**src/rtl/fpu_pkg.sv**
```systemverilog
// fpu_pkg: operand class encoding, bias/emax derivation and canonical qNaN shared by FPU blocks
package fpu_pkg;
  typedef enum logic [1:0] {CLS_ZERO, CLS_NORM, CLS_INF, CLS_NAN} fcls_t;
  function automatic int bias(input int ew);
    return (1 << (ew - 1)) - 1;
  endfunction
  function automatic int emax(input int ew);
    return (1 << ew) - 1;
  endfunction
  function automatic logic [63:0] qnan(input int ew, input int mw);
    return (64'(emax(ew)) << mw) | (64'd1 << (mw - 1));
  endfunction
endpackage

```
**src/rtl/fmul_pipe_if.sv**
```systemverilog
// fmul_pipe_if: operand/result handshake bus; master drives in_valid/op1/op2/in_tag/out_ready, slave drives in_ready/out_valid/result/out_tag/ovf/unf/nv
interface fmul_pipe_if #(parameter int EXP_W = 8, parameter int MAN_W = 23, parameter int TAG_W = 4);
  localparam int W = EXP_W + MAN_W + 1;
  logic in_valid;
  logic in_ready;
  logic [W-1:0] op1;
  logic [W-1:0] op2;
  logic [TAG_W-1:0] in_tag;
  logic out_valid;
  logic out_ready;
  logic [W-1:0] result;
  logic [TAG_W-1:0] out_tag;
  logic ovf;
  logic unf;
  logic nv;
  modport master (output in_valid, op1, op2, in_tag, out_ready, input in_ready, out_valid, result, out_tag, ovf, unf, nv);
  modport slave (input in_valid, op1, op2, in_tag, out_ready, output in_ready, out_valid, result, out_tag, ovf, unf, nv);
endinterface

```
**src/rtl/fmul_round.sv**
```systemverilog
// fmul_round: combinational round-to-nearest-even; i_man/i_guard/i_sticky/i_exp in, o_man/o_exp out (carry-out renormalises to 1.0, exp+1)
module fmul_round #(parameter int M = 24, parameter int EW = 10) (
  input  logic [M-1:0]         i_man,
  input  logic                 i_guard,
  input  logic                 i_sticky,
  input  logic signed [EW-1:0] i_exp,
  output logic [M-1:0]         o_man,
  output logic signed [EW-1:0] o_exp
);
  logic [M:0] w_sum;
  assign w_sum = {1'b0, i_man} + (M+1)'(i_guard & (i_sticky | i_man[0]));
  assign o_man = w_sum[M] ? {1'b1, {(M-1){1'b0}}} : w_sum[M-1:0];
  assign o_exp = i_exp + EW'(w_sum[M]);
endmodule

```
**src/rtl/fmul_pipe.sv**
```systemverilog
// fmul_pipe: 3-stage IEEE-style multiplier with RNE, specials, flags, tag and valid/ready; ports clk, reset, bus (fmul_pipe_if.slave)
module fmul_pipe import fpu_pkg::*; #(
  parameter int EXP_W = 8,
  parameter int MAN_W = 23,
  parameter int SPLIT = 11,
  parameter int TAG_W = 4
) (
  input logic       clk,
  input logic       reset,
  fmul_pipe_if.slave bus
);
  localparam int W = EXP_W + MAN_W + 1;
  localparam int M = MAN_W + 1;
  localparam int HW = M - SPLIT;
  localparam int P = 2 * M;
  localparam int EW = EXP_W + 2;
  localparam int BIAS = bias(EXP_W);
  localparam logic signed [EW-1:0] EMAX_S = EW'(emax(EXP_W));
  localparam logic [63:0] QNAN64 = qnan(EXP_W, MAN_W);
  localparam logic [W-1:0] QNAN = QNAN64[W-1:0];
  function automatic fcls_t classify(input logic [EXP_W-1:0] e, input logic [MAN_W-1:0] f);
    return e == '0 ? CLS_ZERO : !(&e) ? CLS_NORM : f == '0 ? CLS_INF : CLS_NAN;
  endfunction
  logic w_adv;
  logic [M-1:0] w_ma, w_mb;
  logic [EXP_W-1:0] w_ea, w_eb;
  logic r1_v, r1_sgn;
  logic [2*HW-1:0] r1_hh;
  logic [M-1:0] r1_hl, r1_lh;
  logic [2*SPLIT-1:0] r1_ll;
  logic signed [EW-1:0] r1_exp;
  fcls_t r1_ca, r1_cb;
  logic [TAG_W-1:0] r1_tag;
  logic r2_v, r2_sgn;
  logic [P-1:0] r2_prod;
  logic signed [EW-1:0] r2_exp;
  fcls_t r2_ca, r2_cb;
  logic [TAG_W-1:0] r2_tag;
  logic r3_v, r3_ovf, r3_unf, r3_nv;
  logic [W-1:0] r3_res;
  logic [TAG_W-1:0] r3_tag;
  logic [P-1:0] w_norm;
  logic [M-1:0] w_man, w_rman;
  logic w_guard, w_sticky;
  logic signed [EW-1:0] w_exp_n, w_rexp;
  logic w_unused_hidden;
  logic [MAN_W-1:0] w_frac;
  logic w_nan, w_inf, w_zero, w_big, w_small;
  logic [W-1:0] w_res;
  assign w_adv = ~(r3_v & ~bus.out_ready);
  assign bus.in_ready = w_adv;
  assign w_ma = {1'b1, bus.op1[MAN_W-1:0]};
  assign w_mb = {1'b1, bus.op2[MAN_W-1:0]};
  assign w_ea = bus.op1[W-2:MAN_W];
  assign w_eb = bus.op2[W-2:MAN_W];
  // Normalise: a product in [1,2) has its leading one one place lower, so shift it up
  assign w_norm = r2_prod[P-1] ? r2_prod : r2_prod << 1;
  assign w_man = w_norm[P-1 -: M];
  assign w_guard = w_norm[P-1-M];
  assign w_sticky = |w_norm[P-2-M:0];
  assign w_exp_n = r2_exp + EW'(r2_prod[P-1]);
  fmul_round #(.M(M), .EW(EW)) u_round (
    .i_man(w_man), .i_guard(w_guard), .i_sticky(w_sticky), .i_exp(w_exp_n),
    .o_man(w_rman), .o_exp(w_rexp)
  );
  assign {w_unused_hidden, w_frac} = w_rman;
  assign w_nan = r2_ca == CLS_NAN || r2_cb == CLS_NAN || (r2_ca == CLS_INF && r2_cb == CLS_ZERO) || (r2_ca == CLS_ZERO && r2_cb == CLS_INF);
  assign w_inf = r2_ca == CLS_INF || r2_cb == CLS_INF;
  assign w_zero = r2_ca == CLS_ZERO || r2_cb == CLS_ZERO;
  assign w_big = w_rexp >= EMAX_S;
  assign w_small = w_rexp <= 0;
  always_comb begin
    w_res = w_nan ? QNAN :
            (w_inf || (!w_zero && w_big)) ? {r2_sgn, {EXP_W{1'b1}}, {MAN_W{1'b0}}} :
            (w_zero || w_small) ? {r2_sgn, {(W-1){1'b0}}} :
            {r2_sgn, w_rexp[EXP_W-1:0], w_frac};
  end
  always_ff @(posedge clk) begin
    if (reset) begin
      r1_v <= 1'b0;
      r2_v <= 1'b0;
      r3_v <= 1'b0;
      r3_res <= '0;
      r3_tag <= '0;
      r3_ovf <= 1'b0;
      r3_unf <= 1'b0;
      r3_nv <= 1'b0;
    end else if (w_adv) begin
      r1_v <= bus.in_valid;
      r1_sgn <= bus.op1[W-1] ^ bus.op2[W-1];
      r1_hh <= (2*HW)'(w_ma[M-1:SPLIT]) * (2*HW)'(w_mb[M-1:SPLIT]);
      r1_hl <= M'(w_ma[M-1:SPLIT]) * M'(w_mb[SPLIT-1:0]);
      r1_lh <= M'(w_ma[SPLIT-1:0]) * M'(w_mb[M-1:SPLIT]);
      r1_ll <= (2*SPLIT)'(w_ma[SPLIT-1:0]) * (2*SPLIT)'(w_mb[SPLIT-1:0]);
      r1_exp <= EW'(w_ea) + EW'(w_eb) - EW'(BIAS);
      r1_ca <= classify(w_ea, bus.op1[MAN_W-1:0]);
      r1_cb <= classify(w_eb, bus.op2[MAN_W-1:0]);
      r1_tag <= bus.in_tag;
      r2_v <= r1_v;
      r2_sgn <= r1_sgn;
      r2_prod <= (P'(r1_hh) << (2*SPLIT)) + ((P'(r1_hl) + P'(r1_lh)) << SPLIT) + P'(r1_ll);
      r2_exp <= r1_exp;
      r2_ca <= r1_ca;
      r2_cb <= r1_cb;
      r2_tag <= r1_tag;
      r3_v <= r2_v;
      r3_res <= w_res;
      r3_tag <= r2_tag;
      r3_nv <= w_nan;
      r3_ovf <= !w_nan && !w_inf && !w_zero && w_big;
      r3_unf <= !w_nan && !w_inf && !w_zero && !w_big && w_small;
    end
  end
  assign bus.out_valid = r3_v;
  assign bus.result = r3_res;
  assign bus.out_tag = r3_tag;
  assign bus.ovf = r3_ovf;
  assign bus.unf = r3_unf;
  assign bus.nv = r3_nv;
endmodule

```
**src/flat_wrapper.sv**
```systemverilog
// flat-port wrapper written by rule: the top's interface ports become plain ports
module fmul_pipe_flat import fpu_pkg::*;
#(
  parameter int EXP_W = 8,
  parameter int MAN_W = 23,
  parameter int SPLIT = 11,
  parameter int TAG_W = 4
)
  (clk, reset, bus_in_valid, bus_op1, bus_op2, bus_in_tag, bus_out_ready, bus_in_ready, bus_out_valid, bus_result, bus_out_tag, bus_ovf, bus_unf, bus_nv);
  fmul_pipe_if #(.EXP_W(EXP_W), .MAN_W(MAN_W), .TAG_W(TAG_W)) bus_i ();
  input logic clk;
  input logic reset;
  input wire logic [$bits(bus_i.in_valid)-1:0] bus_in_valid;
  input wire logic [$bits(bus_i.op1)-1:0] bus_op1;
  input wire logic [$bits(bus_i.op2)-1:0] bus_op2;
  input wire logic [$bits(bus_i.in_tag)-1:0] bus_in_tag;
  input wire logic [$bits(bus_i.out_ready)-1:0] bus_out_ready;
  output wire logic [$bits(bus_i.in_ready)-1:0] bus_in_ready;
  output wire logic [$bits(bus_i.out_valid)-1:0] bus_out_valid;
  output wire logic [$bits(bus_i.result)-1:0] bus_result;
  output wire logic [$bits(bus_i.out_tag)-1:0] bus_out_tag;
  output wire logic [$bits(bus_i.ovf)-1:0] bus_ovf;
  output wire logic [$bits(bus_i.unf)-1:0] bus_unf;
  output wire logic [$bits(bus_i.nv)-1:0] bus_nv;
  assign bus_i.in_valid = bus_in_valid;
  assign bus_i.op1 = bus_op1;
  assign bus_i.op2 = bus_op2;
  assign bus_i.in_tag = bus_in_tag;
  assign bus_i.out_ready = bus_out_ready;
  assign bus_in_ready = bus_i.in_ready;
  assign bus_out_valid = bus_i.out_valid;
  assign bus_result = bus_i.result;
  assign bus_out_tag = bus_i.out_tag;
  assign bus_ovf = bus_i.ovf;
  assign bus_unf = bus_i.unf;
  assign bus_nv = bus_i.nv;
  fmul_pipe #(.EXP_W(EXP_W), .MAN_W(MAN_W), .SPLIT(SPLIT), .TAG_W(TAG_W)) u_core (.clk(clk), .reset(reset), .bus(bus_i));
endmodule
```
**config.mk**
```make
export PLATFORM = sky130hd
export DESIGN_NAME = fmul_pipe_flat
export DESIGN_NICKNAME = d
export VERILOG_FILES = /design/src/rtl/fpu_pkg.sv /design/src/rtl/fmul_pipe_if.sv /design/src/rtl/fmul_round.sv /design/src/rtl/fmul_pipe.sv /design/src/flat_wrapper.sv
export SDC_FILE = /design/constraint.sdc
export NUM_CORES = 2
export LEC_CHECK = 0
export ABC_CLOCK_PERIOD_IN_PS = 11800
export CAP_MARGIN = 20
export CORE_MARGIN = 2
export CORE_UTILIZATION = 35
export CTS_BUF_LIST = sky130_fd_sc_hd__clkbuf_4 sky130_fd_sc_hd__clkbuf_8 sky130_fd_sc_hd__clkbuf_16
export DETAILED_ROUTE_END_ITERATION = 7
export GPL_TIMING_DRIVEN = 0
export PLACE_DENSITY = 0.59
export SLEW_MARGIN = 40
export SYNTH_ARGS = -nofsm -noshare
export SYNTH_HDL_FRONTEND = slang
export SYNTH_SLANG_ARGS = --single-unit
```
**constraint.sdc**
```tcl
create_clock -name clk -period 11.8 [get_ports clk]
set_input_delay 2.36 -clock clk [delete_from_list [all_inputs] [get_ports clk]]
set_output_delay 2.36 -clock clk [all_outputs]
set_load 0.01 [all_outputs]
```
# Word-level counts from Yosys, hierarchy flattened
# Index checks and enable logic that the tools add are counted.
[word_totals]
out_inout_bits = 41
wordCells = 92
regBits = 224
input_bits = 72
[op_classes]
order_cmp = 2
reduce_logical = 31
bitwise_logic = 9
n_mul = 4
eq_ne = 4
addsub = 8
muxes = 9
[ops]
columns = ["operator", "count"]
rows = [
  ["31-bit 2-to-1 mux", 2],
  ["48-bit by 22-bit adder with 48-bit output", 1],
  ["48-bit adder", 1],
  ["48-bit 2-to-1 mux", 1],
  ["23-bit logical NOT", 2],
  ["32-bit 2-to-1 mux", 1],
  ["13-bit by 13-bit multiplier with 26-bit output", 1],
  ["24-bit by 24-bit adder with 25-bit output", 1],
  ["24-bit by 25-bit adder with 25-bit output", 1],
  ["1-bit by 25-bit bitwise AND with 25-bit output", 1],
  ["11-bit by 13-bit multiplier with 24-bit output", 1],
  ["13-bit by 11-bit multiplier with 24-bit output", 1],
  ["23-bit 2-to-1 mux", 1],
  ["23-bit OR reduction", 1],
  ["11-bit by 11-bit multiplier with 22-bit output", 1],
  ["10-bit by 1-bit adder with 10-bit output", 2],
  ["8-bit logical NOT", 2],
  ["8-bit AND reduction", 2],
  ["10-bit by 9-bit greater-or-equal comparator with 1-bit output (second input constant)", 1],
  ["10-bit by 1-bit less-or-equal comparator with 1-bit output (second input constant)", 1],
  ["10-bit by 7-bit subtractor with 10-bit output (second input constant)", 1],
  ["8-bit by 8-bit adder with 9-bit output", 1],
  ["2-bit equality test (second input constant)", 4],
  ["1-bit logical AND", 8],
  ["10 further kinds", 28],
]

# Depth between registers and ports, before layout
[depth]
word_depth = 11
ltp_mapped = 23
depth_no_buf = 20

# Cells and area by module
# A second synthesis with hierarchy kept.
[hier_totals]
hier_cells = 3223
hier_area_um2 = 30281.5
[modules_own_cells]
columns = ["module", "area_per_inst_um2", "instances", "cells_per_inst", "seq_area_each_um2"]
rows = [
  ["fmul_pipe", 29577.1, 1, 3118, 6306.0],
  ["fmul_round", 704.4, 1, 105, 0.0],
]

# Least setup slack after synthesis
# OpenSTA, ideal clock, no wires.
[synth_path]
path_type = "in2reg"
startpoint = "input bus_out_ready"
endpoint = "register u_core.r1_ca[0] (enable)"
slack_ns = 0.864
path_buffers = 1
path_stages = 3
required_time_ns = 11.072
arrival_ns = 10.208
setup_ns = 0.728
cell_sequence = "nor2b_1 -> clkbuf_1 -> nor2_1"
[synth_between]
elab_chain_len = 4
[synth_lines]
columns = ["item", "line", "source"]
rows = [
  ["start, declared", "flat_wrapper.sv:17", "input wire logic [$bits(bus_i.out_ready)-1:0] bus_out_ready;"],
  ["1-bit inverter", "fmul_pipe.sv:50", "assign w_adv = ~(r3_v & ~bus.out_ready);"],
  ["1-bit bitwise AND", "fmul_pipe.sv:50", ""],
  ["1-bit inverter (no source line)", "n/a", ""],
  ["2-bit AND reduction (no source line)", "n/a", ""],
  ["end signal, assigned", "fmul_pipe.sv:96", "r1_ca <= classify(w_ea, bus.op1[MAN_W-1:0]);"],
  ["end, declared", "fmul_pipe.sv:32", "fcls_t r1_ca, r1_cb;"],
]
# No other way between the ends.
# A chain may end at the register's enable or synchronous reset.

# Worst setup path after layout
[layout_path]
startpoint = "input bus_op1[14]"
endpoint = "register u_core.r1_hl[23] (data pin)"
[layout_between]
elab_chain_len = 1
[layout_lines]
columns = ["item", "line", "source"]
rows = [
  ["start, declared", "flat_wrapper.sv:14", "input wire logic [$bits(bus_i.op1)-1:0] bus_op1;"],
  ["13-bit by 11-bit multiplier with 24-bit output", "fmul_pipe.sv:92", "r1_hl <= M'(w_ma[M-1:SPLIT]) * M'(w_mb[SPLIT-1:0]);"],
  ["end signal, assigned", "fmul_pipe.sv:92", ""],
  ["end, declared", "fmul_pipe.sv:29", "logic [M-1:0] r1_hl, r1_lh;"],
]
# No other way between the ends.

==> insert_results.sql <==
INSERT INTO impl_metrics (metric_group, metric, value, unit) VALUES
('worst_setup_path', 'path_class', 'in -> reg', ''),
('synthesis', 'synth-seq-area-share', '21.4', '%'),
('worst_setup_path', 'critPathMaxStageDelay', '670', 'ps'),
('synthesis', 'yosys-mux-area-fraction', '0.937', '%'),
('worst_setup_path', 'critical_path_cell_by_cell', 'clkdlybuf4s50_1 > clkbuf_2 > clkbuf_1 > nand2_1 > fa_1 > fa_1 > inv_1 > ha_1 > fa_1 > inv_1 > fa_1 > inv_1 > ha_1 > o21a_1 > o31a_1 > o211ai_1 > a21oi_1 > o311ai_0 > o21ai_0 > xnor2_1', ''),
('global_route', 'grt_max_degree', '23', ''),
('worst_setup_path', 'path_common_cell', 'sky130_fd_sc_hd__fa_1', ''),
('run', 'drv.max_cap_violation_count', '0', ''),
('sta', 'slew_violations', '0', ''),
('worst_setup_path', 'worst-endpoint-required', '12050', 'ps'),
('synthesis', 'async_flop_share', '0', '%'),
('clock_network', 'clock_tree.root_cell', 'sky130_fd_sc_hd__clkbuf_16', ''),
('worst_setup_path', 'critPathMaxFanout', '10', ''),
('synthesis', 'synth_top_area_share', '27.2', '%'),
('worst_setup_path', 'timing.critical_path.depth', '20', ''),
('worst_setup_path', 'worstSetupEndpointType', 'flip-flop', ''),
('status', 'outcome', 'completed', ''),
('synthesis', 'synth.top_cells.by_area', 'sky130_fd_sc_hd__fa_1, sky130_fd_sc_hd__edfxtp_1, sky130_fd_sc_hd__ha_1, sky130_fd_sc_hd__inv_1, sky130_fd_sc_hd__nand2_1', ''),
('die', 'number_of_standard_cell_rows_in_the_floorplan', '106', ''),
('synthesis', 'synthesis.instances', '3103', ''),
('die', 'ios', '113', ''),
('global_route', 'first_global_vias', '21900', ''),
('sta', 'rsz0062_at_grt', 'no', ''),
('clock_network', 'clock-sinks', '224', ''),
('synthesis', 'synthXorXnorAreaFrac', '5.25', '%'),
('die', 'design.core.area', '83600', 'um2'),
('clock_network', 'tritoncts', 'yes', ''),
('worst_hold_path', 'min-delay-start', 'u_core.r1_ll[8]', ''),
('sta', 'final_min_period_over_clock_period', '76.4', '%'),
('synthesis', 'syn-cell-area', '29500', 'um2'),
('sta', 'holdWs', '416', 'ps'),
('worst_hold_path', 'worst_hold_path.num_cells', '0', ''),
('detailed_routing', 'finalWirelength', '83.7', 'mm'),
('sta', 'finalClockSkew', '29.8', 'ps'),
('synthesis', 'yosys.cell_count.top_type', 'sky130_fd_sc_hd__inv_1', ''),
('global_route', 'grt-ovfl-total', '0', ''),
('synthesis', 'synth_nets', '3890', ''),
('sta', 'setup_viol_count_final', '0', ''),
('clock_network', 'clk_transition_reported_paths', '60', 'ps'),
('worst_setup_path', 'r2r_start', 'u_core.r2_prod[47]', ''),
('synthesis', 'synthSimpleGateAreaFrac', '15.4', '%'),
('synthesis', 'synth_enable_flop_cells', '182', ''),
('pwr', 'p_leak', '15.4', 'nW'),
('synthesis', 'post_synth.cell_area_avg', '9.51', 'um2'),
('clock_network', 'maximum_clock_insertion_buffer_count', '3', ''),
('placement', 'buffer_ports.inserted', '111', ''),
('synthesis', 'synth-adder-area-share', '40.5', '%'),
('clock_network', 'cts_buffers', '23', ''),
('final_layout', 'final_cell_count_no_fill', '4349', ''),
('synthesis', 'synth-compound-area-share', '7.61', '%'),
('detailed_routing', 'detail_route.drc_violations', '0', ''),
('detailed_routing', 'drt-pass1-iter-count', '5', ''),
('pwr', 'power.ir.vdd_worst', '0.254', 'mV'),
('clock_network', 'post-cts-setup-buffers', '0', ''),
('synthesis', 'ys.warnings.count', '0', ''),
('worst_setup_path', 'critPathBufInv', '6', ''),
('worst_setup_path', 'critical-path-top-delay-family', 'adder cells', ''),
('clock_network', 'cts_htree_levels', '1', ''),
('worst_hold_path', 'worst_hold_path_type', 'reg -> reg', ''),
('sta', 'max_slew.worst_pin.slew', '923', 'ps'),
('sta', 'layout_min_cycle_time', '9020', 'ps'),
('die', 'die_h', '294', 'um'),
('global_route', 'initial_antenna_violation_count', '12', ''),
('worst_setup_path', 'cp-start-kind', 'primary input', ''),
('die', 'initial_core_util', '35.3', '%'),
('sta', 'relSlewSlack', '38.4', '%'),
('synthesis', 'yosys_most_used_dff', 'sky130_fd_sc_hd__edfxtp_1', ''),
('detailed_routing', 'detail-route-antenna-nets', '0', ''),
('synthesis', 'synth_top_cells_by_count', 'sky130_fd_sc_hd__inv_1, sky130_fd_sc_hd__fa_1, sky130_fd_sc_hd__nand2_1, sky130_fd_sc_hd__ha_1, sky130_fd_sc_hd__and2_1', ''),
('placement', 'placed_cells_incl_taps', '4304', ''),
('synthesis', 'ys_ff_latch', '224', '');
## state kept, by name, indices dropped and copies added, names as in the netlist, 4 cells and up
name,flops
u_core.r1_hl,24
u_core.r1_hh,26
u_core.r1_tag,4
u_core.r2_prod,48
u_core.r1_exp,10
u_core.bus.out_tag,4
u_core.r2_exp,10
u_core.r2_tag,4
u_core.bus.result,32
u_core.r1_lh,24
u_core.r1_ll,22
## layer usage
layer | GRT usage (%) | up-vias | share of wire [%]
met5 | 0 | - | 0.097
met4 | 5.51 | 12 | 2.9
met3 | 3.77 | 121 | 7.8
met2 | 31.2 | 737 | 45
met1 | 27.0 | 10600 | 44
li1 | - | 10200 | -
## worst register-to-register path: stages (launching register included)
cell and delay, ps:
sky130_fd_sc_hd__edfxtp_1 400, sky130_fd_sc_hd__buf_2 210, sky130_fd_sc_hd__buf_6 200, sky130_fd_sc_hd__buf_1 520, sky130_fd_sc_hd__buf_1 580, sky130_fd_sc_hd__buf_2 340, sky130_fd_sc_hd__mux2_2 190, sky130_fd_sc_hd__ha_1 200
sky130_fd_sc_hd__nand3_1 150, sky130_fd_sc_hd__nor2_1 300, sky130_fd_sc_hd__and4bb_2 380, sky130_fd_sc_hd__nand3_1 150, sky130_fd_sc_hd__nor2_1 230, sky130_fd_sc_hd__fa_1 310, sky130_fd_sc_hd__ha_1 290, sky130_fd_sc_hd__nand4_1 140
sky130_fd_sc_hd__xor2_1 330, sky130_fd_sc_hd__o41ai_4 190, sky130_fd_sc_hd__a2111oi_4 580, sky130_fd_sc_hd__and4bb_4 390, sky130_fd_sc_hd__buf_6 160, sky130_fd_sc_hd__o211ai_2 90, sky130_fd_sc_hd__nand2_1 60
## where the power goes
part           total (W)  internal (W)  switching (W)
clock network   0.000760      0.000446       0.000315
logic            0.00716       0.00287        0.00429
registers        0.00163       0.00149       0.000142
total            0.00955       0.00481        0.00474
## layout make-up
type | instances | area [um2] | area share [%]
well taps | 1080 | 1350 | 4.09
repair buffers | 121 | 1360 | 4.12
multi-input cells | 2188 | 20600 | 62.3
plain buffers | 106 | 438 | 1.32
diodes | 3 | 7.51 | 0.0227
clock buffers | 30 | 698 | 2.11
flip-flops and latches | 224 | 6310 | 19.1
clock inverters | 12 | 113 | 0.340
inverters | 585 | 2200 | 6.64
## worst max-delay path by stage
stage	startpoint	to	slack [ps]
final	bus_op1[14]	u_core.r1_hl[23]	2780
after floorplan	bus_out_ready	u_core.r1_ca[0]	860
after detailed placement	bus_op1[14]	u_core.r1_hl[23]	2090
after global routing	bus_op1[14]	u_core.r1_hl[23]	2470
after CTS	bus_op1[14]	u_core.r1_hl[23]	2640
after global placement	bus_out_ready	u_core.r1_hl[1]	-2910
## metrics by stage
step / TNS (ps) / worst slack [ps] / utilization, % / cell area, um2 / total power, W
6_report: 0 / 2780 / 39.6 / 33100 / 0.00955
5_1_grt: 0 / 2470 / 39.6 / 33100 / 0.0105
4_1_cts: 0 / 2640 / 39.6 / 33100 / 0.00950
3_5_place_dp: 0 / 2090 / 38.6 / 32200 / 0.00867
3_3_place_gp: -523030 / -2910 / 38.3 / 32000 / 0.00863
2_1_floorplan: 0 / 864 / - / 29500 / 0.00671
## cell usage in the layout (no fill, tap or decap), types with 7 or more instances in the layout
cell,Yosys,layout
sky130_fd_sc_hd__a22o_1,18,18
sky130_fd_sc_hd__and3_1,18,18
sky130_fd_sc_hd__a21o_1,37,37
sky130_fd_sc_hd__clkdlybuf4s50_1,0,111
sky130_fd_sc_hd__nand3_1,61,61
sky130_fd_sc_hd__xnor2_1,120,120
sky130_fd_sc_hd__o211ai_1,12,12
sky130_fd_sc_hd__o21ai_0,46,46
sky130_fd_sc_hd__edfxtp_1,182,182
sky130_fd_sc_hd__dfxtp_1,42,42
sky130_fd_sc_hd__a31oi_1,16,16
sky130_fd_sc_hd__nand2_1,378,378
sky130_fd_sc_hd__mux2i_1,22,22
sky130_fd_sc_hd__nor3_1,33,33
sky130_fd_sc_hd__xor2_1,57,57
sky130_fd_sc_hd__nor2b_1,15,15
sky130_fd_sc_hd__a211oi_1,19,19
sky130_fd_sc_hd__ha_1,314,314
sky130_fd_sc_hd__clkbuf_2,0,11
sky130_fd_sc_hd__o21a_1,14,14
sky130_fd_sc_hd__a21oi_1,97,97
sky130_fd_sc_hd__and2_1,223,223
sky130_fd_sc_hd__clkbuf_1,97,86
sky130_fd_sc_hd__o21bai_1,19,19
sky130_fd_sc_hd__clkbuf_16,0,27
sky130_fd_sc_hd__nand2b_1,8,8
sky130_fd_sc_hd__nor2_1,130,129
sky130_fd_sc_hd__or3_1,7,7
sky130_fd_sc_hd__nor4_1,26,26
sky130_fd_sc_hd__nand4_1,13,13
sky130_fd_sc_hd__inv_1,583,586
sky130_fd_sc_hd__fa_1,401,401
sky130_fd_sc_hd__buf_16,0,8
## logic make-up after synthesis
kind of cell / count (synthesis)
buffers and inverters: 691
AO/OA/AOI/OAI: 330
multiplexers: 27
flip-flops: 224
AND/OR/NAND/NOR: 939
XOR/XNOR: 177
adder cells (fa/ha/maj): 715
Note: power is estimated with default switching activity, not from simulation.
